### config.mk
export PLATFORM = sky130hd
export DESIGN_NAME = setting_entry
export DESIGN_NICKNAME = d
export VERILOG_FILES = /design/src/rtl/setting_entry.sv
export SDC_FILE = /design/constraint.sdc
export NUM_CORES = 1
export LEC_CHECK = 0
export BUFFER_PORTS_ARGS = -buffer_cell sky130_fd_sc_hd__buf_2
export CORE_ASPECT_RATIO = 0.9
export CORE_MARGIN = 4
export CORE_UTILIZATION = 45
export DETAILED_ROUTE_END_ITERATION = 10
export SETUP_SLACK_MARGIN = 0.4
export SKIP_LAST_GASP = 1
export SLEW_MARGIN = 5
export SYNTH_ARGS = -nofsm -noshare
export SYNTH_HDL_FRONTEND = slang
export SYNTH_SLANG_ARGS = --single-unit
export TNS_END_PERCENT = 1
### constraint.sdc
create_clock -name clk_1khz -period 2.4 [get_ports clk_1khz]
set_clock_uncertainty 0.1 [all_clocks]
set_input_delay 0 -clock clk_1khz [delete_from_list [all_inputs] [get_ports clk_1khz]]
set_output_delay 0 -clock clk_1khz [all_outputs]
set_load 0.01 [all_outputs]
### src/rtl/setting_entry.sv
// ----------------------------------------------------------------------------
// setting_entry
//   Operator-entry stage in front of the bottling controller. It synchronises
//   and debounces the three panel buttons and edits the BCD targets: pills per
//   bottle (000-999) and bottle count (00-99). It also drives the cursor
//   position, the flicker mask and the start/error strobes. Editing is only
//   possible while the controller reports SETTING (edit_en high).
//
//   Optional feature: define AUTOREPEAT_EN to build PULSE auto-repeat.
//
// Ports
//   clk_1khz        in   system clock, 1 kHz
//   rst_n           in   asynchronous active-low reset
//   btn_pulse       in   raw PULSE button, active-high (increment digit)
//   btn_start       in   raw QD button, active-high (request start)
//   btn_clr_raw     in   raw CLR button, active-LOW (short: next digit,
//                        long: clear all)
//   edit_en         in   high while controller is in SETTING
//   target_pills3   out  BCD hundreds of pills per bottle
//   target_pills2   out  BCD tens of pills per bottle
//   target_pills1   out  BCD units of pills per bottle
//   target_bottles2 out  BCD tens of bottle count
//   target_bottles1 out  BCD units of bottle count
//   position        out  cursor 0..4 (pills3, pills2, pills1, bottles2,
//                        bottles1)
//   flicker_mask    out  one-hot of position while editing, 0 otherwise
//   start_pulse     out  one cycle high: valid start accepted
//   err_pulse       out  one cycle high: start refused (zero target)
// ----------------------------------------------------------------------------
module setting_entry #(
    parameter int DEBOUNCE_CYC = 20,
    parameter int CLR_HOLD_CYC = 1000,
    parameter int REPEAT_DELAY = 500,
    parameter int REPEAT_RATE  = 200
) (
    input  logic       clk_1khz,
    input  logic       rst_n,
    input  logic       btn_pulse,
    input  logic       btn_start,
    input  logic       btn_clr_raw,
    input  logic       edit_en,
    output logic [3:0] target_pills3,
    output logic [3:0] target_pills2,
    output logic [3:0] target_pills1,
    output logic [3:0] target_bottles2,
    output logic [3:0] target_bottles1,
    output logic [2:0] position,
    output logic [4:0] flicker_mask,
    output logic       start_pulse,
    output logic       err_pulse
);

    localparam int DB_W   = $clog2(DEBOUNCE_CYC);
    localparam int HOLD_W = $clog2(CLR_HOLD_CYC);

    // Button bit order inside the vectors below.
    localparam int B_PULSE = 0;
    localparam int B_START = 1;
    localparam int B_CLR   = 2;

    typedef enum logic [0:0] {
        ST_LOCKED = 1'b0,
        ST_EDIT   = 1'b1
    } state_t;

    // BCD increment with wrap; anything at or above 9 returns to 0 so a
    // digit register can never leave the 0..9 range.
    function automatic logic [3:0] bcd_inc(input logic [3:0] d);
        if (d >= 4'd9) begin
            return 4'd0;
        end else begin
            return d + 4'd1;
        end
    endfunction

    // Cursor position to flicker one-hot.
    function automatic logic [4:0] pos_onehot(input logic [2:0] p);
        case (p)
            3'd0:    return 5'b00001;
            3'd1:    return 5'b00010;
            3'd2:    return 5'b00100;
            3'd3:    return 5'b01000;
            3'd4:    return 5'b10000;
            default: return 5'b00000;
        endcase
    endfunction

    state_t state_r, state_nxt_s;

    logic [2:0]      sync1_r, sync2_r;
    logic [2:0]      smp_s;
    logic [2:0]      deb_r, deb_q_r;
    logic [DB_W-1:0] db_cnt_r [3];

    logic            pulse_press_s, start_press_s, clr_rel_s;
    logic            inc_s;

    logic [HOLD_W-1:0] hold_cnt_r;
    logic              long_done_r;
    logic              long_clr_s, short_clr_s;

    logic [3:0] dig_r   [5];
    logic [3:0] dig_nxt_s [5];
    logic [2:0] pos_r, pos_nxt_s;
    logic [4:0] mask_r, mask_nxt_s;
    logic       start_r, start_nxt_s;
    logic       err_r, err_nxt_s;
    logic       pills_nz_s, bottles_nz_s;

    // Two-stage synchronizer; CLR stages reset to the idle (high) raw level.
    always_ff @(posedge clk_1khz or negedge rst_n) begin
        if (!rst_n) begin
            sync1_r <= 3'b100;
            sync2_r <= 3'b100;
        end else begin
            sync1_r <= {btn_clr_raw, btn_start, btn_pulse};
            sync2_r <= sync1_r;
        end
    end

    // CLR is active-low on the panel; everything downstream is active-high.
    assign smp_s = {~sync2_r[B_CLR], sync2_r[B_START], sync2_r[B_PULSE]};

    // Per-button debounce: count consecutive samples that disagree with the
    // debounced level, flip the level on the DEBOUNCE_CYC-th one.
    always_ff @(posedge clk_1khz or negedge rst_n) begin
        if (!rst_n) begin
            deb_r   <= 3'b000;
            deb_q_r <= 3'b000;
            for (int i = 0; i < 3; i++) begin
                db_cnt_r[i] <= '0;
            end
        end else begin
            deb_q_r <= deb_r;
            for (int i = 0; i < 3; i++) begin
                if (smp_s[i] == deb_r[i]) begin
                    db_cnt_r[i] <= '0;
                end else if (db_cnt_r[i] == DB_W'(DEBOUNCE_CYC - 1)) begin
                    db_cnt_r[i] <= '0;
                    deb_r[i]    <= smp_s[i];
                end else begin
                    db_cnt_r[i] <= db_cnt_r[i] + DB_W'(1);
                end
            end
        end
    end

    assign pulse_press_s = deb_r[B_PULSE] & ~deb_q_r[B_PULSE];
    assign start_press_s = deb_r[B_START] & ~deb_q_r[B_START];
    assign clr_rel_s     = ~deb_r[B_CLR] & deb_q_r[B_CLR];

    // Long clear fires once per hold; a release after it is swallowed.
    assign long_clr_s  = (state_r == ST_EDIT) && edit_en && deb_r[B_CLR] &&
                         !long_done_r &&
                         (hold_cnt_r == HOLD_W'(CLR_HOLD_CYC - 1));
    assign short_clr_s = (state_r == ST_EDIT) && edit_en && clr_rel_s &&
                         !long_done_r;

    // CLR hold timer. Outside EDIT a held CLR is marked as consumed so that
    // its release after entering EDIT does not move the cursor.
    always_ff @(posedge clk_1khz or negedge rst_n) begin
        if (!rst_n) begin
            hold_cnt_r  <= '0;
            long_done_r <= 1'b0;
        end else if ((state_r != ST_EDIT) || !edit_en) begin
            hold_cnt_r  <= '0;
            long_done_r <= deb_r[B_CLR];
        end else if (deb_r[B_CLR]) begin
            if (long_clr_s) begin
                hold_cnt_r  <= '0;
                long_done_r <= 1'b1;
            end else if (!long_done_r) begin
                hold_cnt_r  <= hold_cnt_r + HOLD_W'(1);
            end else begin
                hold_cnt_r  <= hold_cnt_r;
            end
        end else begin
            hold_cnt_r  <= '0;
            long_done_r <= 1'b0;
        end
    end

`ifdef AUTOREPEAT_EN
    localparam int REP_MAX = (REPEAT_DELAY > REPEAT_RATE) ? REPEAT_DELAY : REPEAT_RATE;
    localparam int REP_W   = $clog2(REP_MAX + 1);

    logic [REP_W-1:0] rep_cnt_r;
    logic             rep_phase_r;
    logic             rep_evt_s;

    // rep_cnt_r holds cycles since the press (phase 0) or since the last
    // repeat (phase 1); a repeat fires when it reaches the phase's period.
    always_comb begin
        rep_evt_s = 1'b0;
        if ((state_r == ST_EDIT) && edit_en && deb_r[B_PULSE] && !pulse_press_s) begin
            if (!rep_phase_r) begin
                rep_evt_s = (rep_cnt_r == REP_W'(REPEAT_DELAY));
            end else begin
                rep_evt_s = (rep_cnt_r == REP_W'(REPEAT_RATE));
            end
        end else begin
            rep_evt_s = 1'b0;
        end
    end

    // Auto-repeat timer, restarted by each press and each repeat.
    always_ff @(posedge clk_1khz or negedge rst_n) begin
        if (!rst_n) begin
            rep_cnt_r   <= '0;
            rep_phase_r <= 1'b0;
        end else if ((state_r != ST_EDIT) || !edit_en || !deb_r[B_PULSE]) begin
            rep_cnt_r   <= '0;
            rep_phase_r <= 1'b0;
        end else if (pulse_press_s) begin
            rep_cnt_r   <= REP_W'(1);
            rep_phase_r <= 1'b0;
        end else if (rep_evt_s) begin
            rep_cnt_r   <= REP_W'(1);
            rep_phase_r <= 1'b1;
        end else begin
            rep_cnt_r   <= rep_cnt_r + REP_W'(1);
        end
    end

    assign inc_s = pulse_press_s | rep_evt_s;
`else
    assign inc_s = pulse_press_s;
`endif

    assign pills_nz_s   = |{dig_r[0], dig_r[1], dig_r[2]};
    assign bottles_nz_s = |{dig_r[3], dig_r[4]};

    // FSM state register.
    always_ff @(posedge clk_1khz or negedge rst_n) begin
        if (!rst_n) begin
            state_r <= ST_LOCKED;
        end else begin
            state_r <= state_nxt_s;
        end
    end

    // FSM next-state logic.
    always_comb begin
        state_nxt_s = state_r;
        case (state_r)
            ST_LOCKED: begin
                if (edit_en) begin
                    state_nxt_s = ST_EDIT;
                end else begin
                    state_nxt_s = ST_LOCKED;
                end
            end
            ST_EDIT: begin
                if (!edit_en) begin
                    state_nxt_s = ST_LOCKED;
                end else if (long_clr_s) begin
                    state_nxt_s = ST_EDIT;
                end else if (start_press_s && pills_nz_s && bottles_nz_s) begin
                    state_nxt_s = ST_LOCKED;
                end else begin
                    state_nxt_s = ST_EDIT;
                end
            end
            default: state_nxt_s = ST_LOCKED;
        endcase
    end

    // FSM output/datapath logic: one event per cycle in priority order
    // long-clear > START > PULSE > short-CLR; lower events are dropped.
    always_comb begin
        for (int i = 0; i < 5; i++) begin
            dig_nxt_s[i] = dig_r[i];
        end
        pos_nxt_s   = pos_r;
        start_nxt_s = 1'b0;
        err_nxt_s   = 1'b0;
        case (state_r)
            ST_LOCKED: begin
                pos_nxt_s = 3'd0;
            end
            ST_EDIT: begin
                if (!edit_en) begin
                    pos_nxt_s = 3'd0;
                end else if (long_clr_s) begin
                    for (int i = 0; i < 5; i++) begin
                        dig_nxt_s[i] = 4'd0;
                    end
                    pos_nxt_s = 3'd0;
                end else if (start_press_s) begin
                    if (pills_nz_s && bottles_nz_s) begin
                        start_nxt_s = 1'b1;
                        pos_nxt_s   = 3'd0;
                    end else begin
                        err_nxt_s   = 1'b1;
                    end
                end else if (inc_s) begin
                    for (int i = 0; i < 5; i++) begin
                        if (pos_r == 3'(i)) begin
                            dig_nxt_s[i] = bcd_inc(dig_r[i]);
                        end else begin
                            dig_nxt_s[i] = dig_r[i];
                        end
                    end
                end else if (short_clr_s) begin
                    if (pos_r >= 3'd4) begin
                        pos_nxt_s = 3'd0;
                    end else begin
                        pos_nxt_s = pos_r + 3'd1;
                    end
                end else begin
                    pos_nxt_s = pos_r;
                end
            end
            default: begin
                pos_nxt_s = 3'd0;
            end
        endcase

        if (state_nxt_s == ST_EDIT) begin
            mask_nxt_s = pos_onehot(pos_nxt_s);
        end else begin
            mask_nxt_s = 5'b00000;
        end
    end

    // Registered targets, cursor, mask and strobes.
    always_ff @(posedge clk_1khz or negedge rst_n) begin
        if (!rst_n) begin
            for (int i = 0; i < 5; i++) begin
                dig_r[i] <= 4'd0;
            end
            pos_r   <= 3'd0;
            mask_r  <= 5'b00000;
            start_r <= 1'b0;
            err_r   <= 1'b0;
        end else begin
            for (int i = 0; i < 5; i++) begin
                dig_r[i] <= dig_nxt_s[i];
            end
            pos_r   <= pos_nxt_s;
            mask_r  <= mask_nxt_s;
            start_r <= start_nxt_s;
            err_r   <= err_nxt_s;
        end
    end

    assign target_pills3   = dig_r[0];
    assign target_pills2   = dig_r[1];
    assign target_pills1   = dig_r[2];
    assign target_bottles2 = dig_r[3];
    assign target_bottles1 = dig_r[4];
    assign position        = pos_r;
    assign flicker_mask    = mask_r;
    assign start_pulse     = start_r;
    assign err_pulse       = err_r;

endmodule

== Yosys cells after proc, flatten, opt, wreduce, memory -nomap -nowiden ==
Cells that the tools add are included.
Widths: inputs -> output; s select.

* Add/sub/neg operators: 10
* $lt $le $gt $ge: 6
* Eq/ne operators: 18
* Mux-type cells: 51
* Bitwise logic cells: 11
* Reduce and logical (&&, ||, !) cells: 30

{| class="wikitable"
|+ Operators with widths
! cell !! count
|-
| $mux 20 || 3
|-
| $mux 10 || 4
|-
| $mux 4 || 10
|-
| $mux 5 || 7
|-
| $pmux 5 s5 || 1
|-
| $reduce_and 5->1 || 5
|-
| $mux 3 || 7
|-
| $add 4x1->4 const B || 5
|-
| $ge 4x4->1 const B || 5
|-
| $mux 1 || 17
|-
| $add 5x1->5 const B || 3
|-
| $eq 5x5->1 const B || 3
|-
| $eq 3x2->1 const B || 4
|-
| $reduce_bool 2->1 || 6
|-
| $reduce_or 12->1 || 1
|-
| $add 10x1->10 const B || 1
|-
| $eq 10x10->1 const B || 1
|-
| $logic_and 1x1->1 || 9
|-
| $not 1->1 || 8
|-
| $reduce_or 8->1 || 1
|-
| $eq 3x1->1 const B || 2
|-
| $eq 3x3->1 const B || 2
|-
| $logic_not 3->1 || 2
|-
| $pmux 3 s2 || 1
|-
| other kinds (11) || 18
|}

* Bits in registers: 69
* Bits of input ports: 6
* Output and inout bits: 30
* Word-level logic and storage cells: 147

== Depth between registers and ports, before layout ==
* Word-level depth: 13
* Gate-level depth with buffers: 8
* Gate-level depth less buffers: 8

== Worst setup path after synthesis ==
Ideal clock, no wire load.

* Kind: register to register
* Start point: register dig_r (netlist bit target_pills1[1])
* End point: register dig_r (netlist bit target_pills1[2])
* Setup time: 0.064 ns
* Arrival time: 1.876 ns
* Required time: 2.236 ns
* Path slack: 0.360 ns
* Stages on the path, launching flop included: 8
* Buffers on the path: 0
* Clock period less this slack: 2.040 ns
* Cell sequence: dfrtp_1 -> inv_1 -> ha_1 -> or3b_1 -> a2111oi_2 -> nand2_2 -> nor3b_1 -> a21o_1

* Cells in the longest elaborated chain, start to end: 6
* Elaborated cells on any way between the ends: 7
* Classes of those cells: 1 x add/sub; 1 x order compare; 5 x mux

{| class="wikitable"
|+ RTL lines
! element !! line !! text
|-
| start, declared || 102 || <nowiki>logic [3:0] dig_r [5];</nowiki>
|-
| start signal, assigned by index || 338 || <nowiki>dig_r[i] <= dig_nxt_s[i];</nowiki>
|-
| $add 4x1->4 or $ge 4x4->1 (tied branches) || 72, 69 ||
|-
| $mux 4 * || 69 || <nowiki>if (d >= 4'd9) begin</nowiki>
|-
| $mux 4 * || 298 || <nowiki>if (pos_r == 3'(i)) begin</nowiki>
|-
| $mux 20 * || 296 || <nowiki>end else if (inc_s) begin</nowiki>
|-
| $mux 20 * || 289 || <nowiki>end else if (start_press_s) begin</nowiki>
|-
| $mux 20 * || 284 || <nowiki>end else if (long_clr_s) begin</nowiki>
|}

Every way passes the cells marked *; elsewhere a longest branch is shown, timed or not. The select of a mux whose other input is x is not followed.
A chain may end at the register's enable or synchronous reset.

== Worst setup path in the final report ==
* Start point: register dig_r (netlist bit target_bottles2[1])
* End point: register mask_r[3], in the netlist flicker_mask[3]

* Cells in the longest elaborated chain, start to end: 10
* Elaborated cells on any way between the ends: 19
* Classes of those cells: 4 x eq/ne; 11 x mux; 4 x reduce/logical

{| class="wikitable"
|+ RTL lines
! element !! line !! text
|-
| $reduce_or 8->1 * || 231 || <nowiki>assign bottles_nz_s = |{dig_r[3], dig_r[4]};</nowiki>
|-
| $logic_and 1x1->1 * || 290 || <nowiki>if (pills_nz_s && bottles_nz_s) begin</nowiki>
|-
| $mux 3 * || 290 ||
|-
| $mux 3 * || 289 ||
|-
| $mux 3 * || 284 ||
|-
| $mux 3 * || 282 || <nowiki>if (!edit_en) begin</nowiki>
|-
| $pmux 3 s2 * || 277 || <nowiki>case (state_r)</nowiki>
|-
| via pos_nxt_s[1] || 104 || <nowiki>logic [2:0] pos_r, pos_nxt_s;</nowiki>
|-
| $eq 3x3->1 (tied with other cells) || 78 || <nowiki>case (p)</nowiki>
|-
| $pmux 5 s5 * || 78 ||
|-
| $mux 5 * || 319 || <nowiki>if (state_nxt_s == ST_EDIT) begin</nowiki>
|-
| via mask_nxt_s[3] || 105 || <nowiki>logic [4:0] mask_r, mask_nxt_s;</nowiki>
|-
| end signal, assigned || 341 || <nowiki>mask_r <= mask_nxt_s;</nowiki>
|-
| end, declared || 105 ||
|}

The timed path passes the listed nets; every way through them passes the cells marked *.

==> summary.txt <==
CTS tree: yes
crit path setup slack, layout: 0.360 ns
DP Area: 3920 µm²
Worst Path Required: 2.57 ns
Mapped Nets: 371
most used flip-flop cell after synthesis: dfrtp_1
All-Layer GR Usage: 0.166
initial antenna violation count: 0
Final HPWL DP: 5.03 mm
switch share: 0.230
sequential fraction of the synthesis area: 0.485
Worst setup EP type: flop
Setup CP Type: reg2reg
CP Launch Type: flop
Pleak: 2.10 nW
Synth Area per Inst: 10.5 µm²
Clock Latency Late Sink: 0.35 ns
total grt overflow: 0
Clock power frac: 0.419
PwrDens: 503 nW/µm²
dpl ws: 0.285 ns
Yosys reg bits: 69
Multi-input gate area: 1860 µm²
Final Non-Filler Cells: 506
Die W: 102 µm
xor/xnor share of the synthesized area: 0.0492
vias: 2,647
final hold violations: 0
first-pass GRT wire length: 12.4 mm
Comb power frac: 0.038
final setup vio count: 0
status: finished, final reports clean
DR iter-0 viols: 112
commonest non-fill, non-tap cell in the layout: dfrtp_1
Slew HR: 0.630
Pre-antenna DRT Iters: 4
Synth Area in Simple Gates: 0.210
Mapped Cells: 339
filler cell count in the final layout: 663
final setup TNS: 0 ns
Core Area: 7620 µm²
ys async rst share: 1.00
row cnt: 30
synth unique cells: 54
HP Class: in2async
Post-Synth Adder-Cell Area: 0.0913
vias in the first global route: 2,618
Yosys top cell by area: dfrtp_1
starting density of the core: 0.467
ratio of cells with drive above 1 in the final layout: 0.280
Placed Instances: 472
main combinational cell family by area after synthesis: simple AND/OR/NAND/NOR gates
Internal Power: 0.00169 W
Synth-to-Final Area Change: 22.8%
H-tree depth: 3
Clock Tree Root: clkbuf_8
Seq pwr share: 0.543
Reg area: 1740 µm²
RSZ-0062 raised after global routing: yes
max_cap viols: 0
min cycle time layout: 2.04 ns
total CTS buffers: 9
Final ANT Viol Nets: 0
Least-Margin Pin Slew: 0.556 ns
Routed wire per std cell: 14.0 µm
Max Clk Rate: 0.490 GHz
top cells by area, synth: dfrtp_1 (47%), ha_1 (9.1%), xor2_1 (3.2%), nand2_1 (3.2%), nor2_1 (3.1%)
CP max FO: 6
CP arrival: 2.21 ns
Yosys top cell area share: 0.471
Antenna diodes: 0
die height: 92.4 µm
io pins: 36
switching power: 0.000506 W
Compound-Gate Fraction of Synth Area: 0.122
Final Cell Area: 4370 µm²
commonest non-fill, non-tap cells in the layout: dfrtp_1 (62), buf_2 (35), nand2_1 (30)
DRC errors left: 0
Final #Nets: 437
Via density: 5.23
Pins Over Slew Limit: 0
full die area: 9410 µm²
Worst-path clk slew: 0.08 ns
Post-synth EDFFs: 0
Peak VDD IR: 314 µV
wirelength, routed: 7.09 mm
hold_ws: 0.0663 ns
IO buf count: 35
mux share of post-synthesis cell area: 0.0119
Final Wtd Congestion: 0.754
Mapped Area: 3560 µm²
period utilization: 0.850
CTS max path bufs: 2
Synth Warn #: 0
largest net degree at the start of global routing: 48
Clock Sinks: 69
-- metrics by stage --
step	power, W	utilization
4_1_cts	0.00224	0.553
3_5_place_dp	0.00130	0.514
6_report	0.00220	0.574
2_1_floorplan	0.00125	-
3_3_place_gp	0.00130	0.514
5_1_grt	0.00230	0.574
-- power groups by stage --
stage	registers (W)	logic [W]	clock network, W
2_1_floorplan	0.00122	0.0000353	0
3_3_place_gp	0.00122	0.0000776	0
3_5_place_dp	0.00122	0.0000786	0
4_1_cts	0.00120	0.0000849	0.000956
5_1_grt	0.00120	0.0000984	0.00100
6_report	0.00120	0.0000826	0.000922
-- final cells by class --
type,instances,share of cell area
Clock buffer,10,0.0292
Clock inverter,6,0.0149
Inverter,20,0.0172
Multi-Input combinational cell,245,0.425
Sequential cell,69,0.397
Tap cell,96,0.0275
Timing Repair Buffer,60,0.0895
-- flip-flops by register name, summed over array words and instances, names as in the netlist --
register,cells
sync1_r,3
state_r,1
sync2_r,3
target_bottles1,4
long_done_r,1
hold_cnt_r,10
start_pulse,1
err_pulse,1
position,3
flicker_mask,5
target_pills2,4
target_pills3,4
deb_r,3
deb_q_r,3
target_pills1,4
db_cnt_r,15
target_bottles2,4
-- routing by layer --
layer / up-vias / wire length [µm] / track usage
met5: - / 0 / 0
met4: 0 / 59 / 0.0609
met2: 48 / 3470 / 0.266
li1: 1319 / - / -
met3: 12 / 272 / 0.0407
met1: 1268 / 3290 / 0.218
-- worst paths after layout --
check / cells past startpoint / slack [ns] / to / from
max: 7 / 0.36 / flicker_mask[3] / target_bottles2[1]
min: 2 / 0.07 / target_bottles2[3] / rst_n
max reg2reg: 7 / 0.36 / flicker_mask[3] / target_bottles2[1]
min reg2reg: 0 / 0.25 / sync2_r[1] / sync1_r[1]
max in group asynchronous: 3 / 1.45 / sync1_r[2] / rst_n
min in group clk_1khz: 2 / 0.19 / sync1_r[1] / btn_start
-- kinds of logic (layout without fill, tap and decap cells) --
family                   count (synthesis)  count (layout)
AO/OA/AOI/OAI                           58              58
XOR/XNOR                                20              20
adder cells (fa/ha/maj)                 26              26
buffers and inverters                   25              96
flip-flops                              69              69
multiplexers                             4               4
AND/OR/NAND/NOR                        137             137
-- worst max-delay path, stage by stage (launching register included) --
cell and delay (ns):
dfrtp_1 0.39, inv_1 0.12, ha_4 0.13, nand2b_1 0.06, or4_4 0.53, a211oi_2 0.24, o31a_2 0.21, nor3b_2 0.17
-- Yosys cell counts (2+ instances only) --
| cell | number |
|---|---|
| o21ai_0 | 12 |
| o21a_1 | 2 |
| and3_1 | 3 |
| buf_4 | 3 |
| o21bai_1 | 4 |
| nand3b_1 | 3 |
| nand2_1 | 30 |
| nor3b_1 | 9 |
| a32o_1 | 2 |
| nand2b_1 | 12 |
| xor2_1 | 13 |
| a21o_1 | 4 |
| inv_1 | 20 |
| dfrtp_1 | 67 |
| a211o_1 | 3 |
| a31oi_1 | 3 |
| nor3_1 | 9 |
| nand3_1 | 18 |
| mux2i_1 | 2 |
| xnor2_1 | 7 |
| o211ai_1 | 5 |
| o41ai_1 | 4 |
| a21boi_0 | 3 |
| a21oi_1 | 6 |
| mux2_2 | 2 |
| nand2_2 | 2 |
| nand4_1 | 4 |
| ha_1 | 26 |
| nor2_1 | 29 |
| dfstp_2 | 2 |
| and2_1 | 3 |
| a211oi_1 | 2 |
| a2111oi_2 | 3 |
| or3b_1 | 2 |
-- what timing repair did --
| item | 4_1_cts | 5_1_grt |
|---|---|---|
| resized for setup | 6 | 24 |
| endpoints found under the hold margin | 69 | 0 |
| buffers inserted | 5 | 8 |
| setup endpoints to repair | 12 | 20 |
| pin swaps | 2 | 15 |
| hold buffers | 5 | 0 |
No activity file was read; power rests on OpenSTA's default activity.
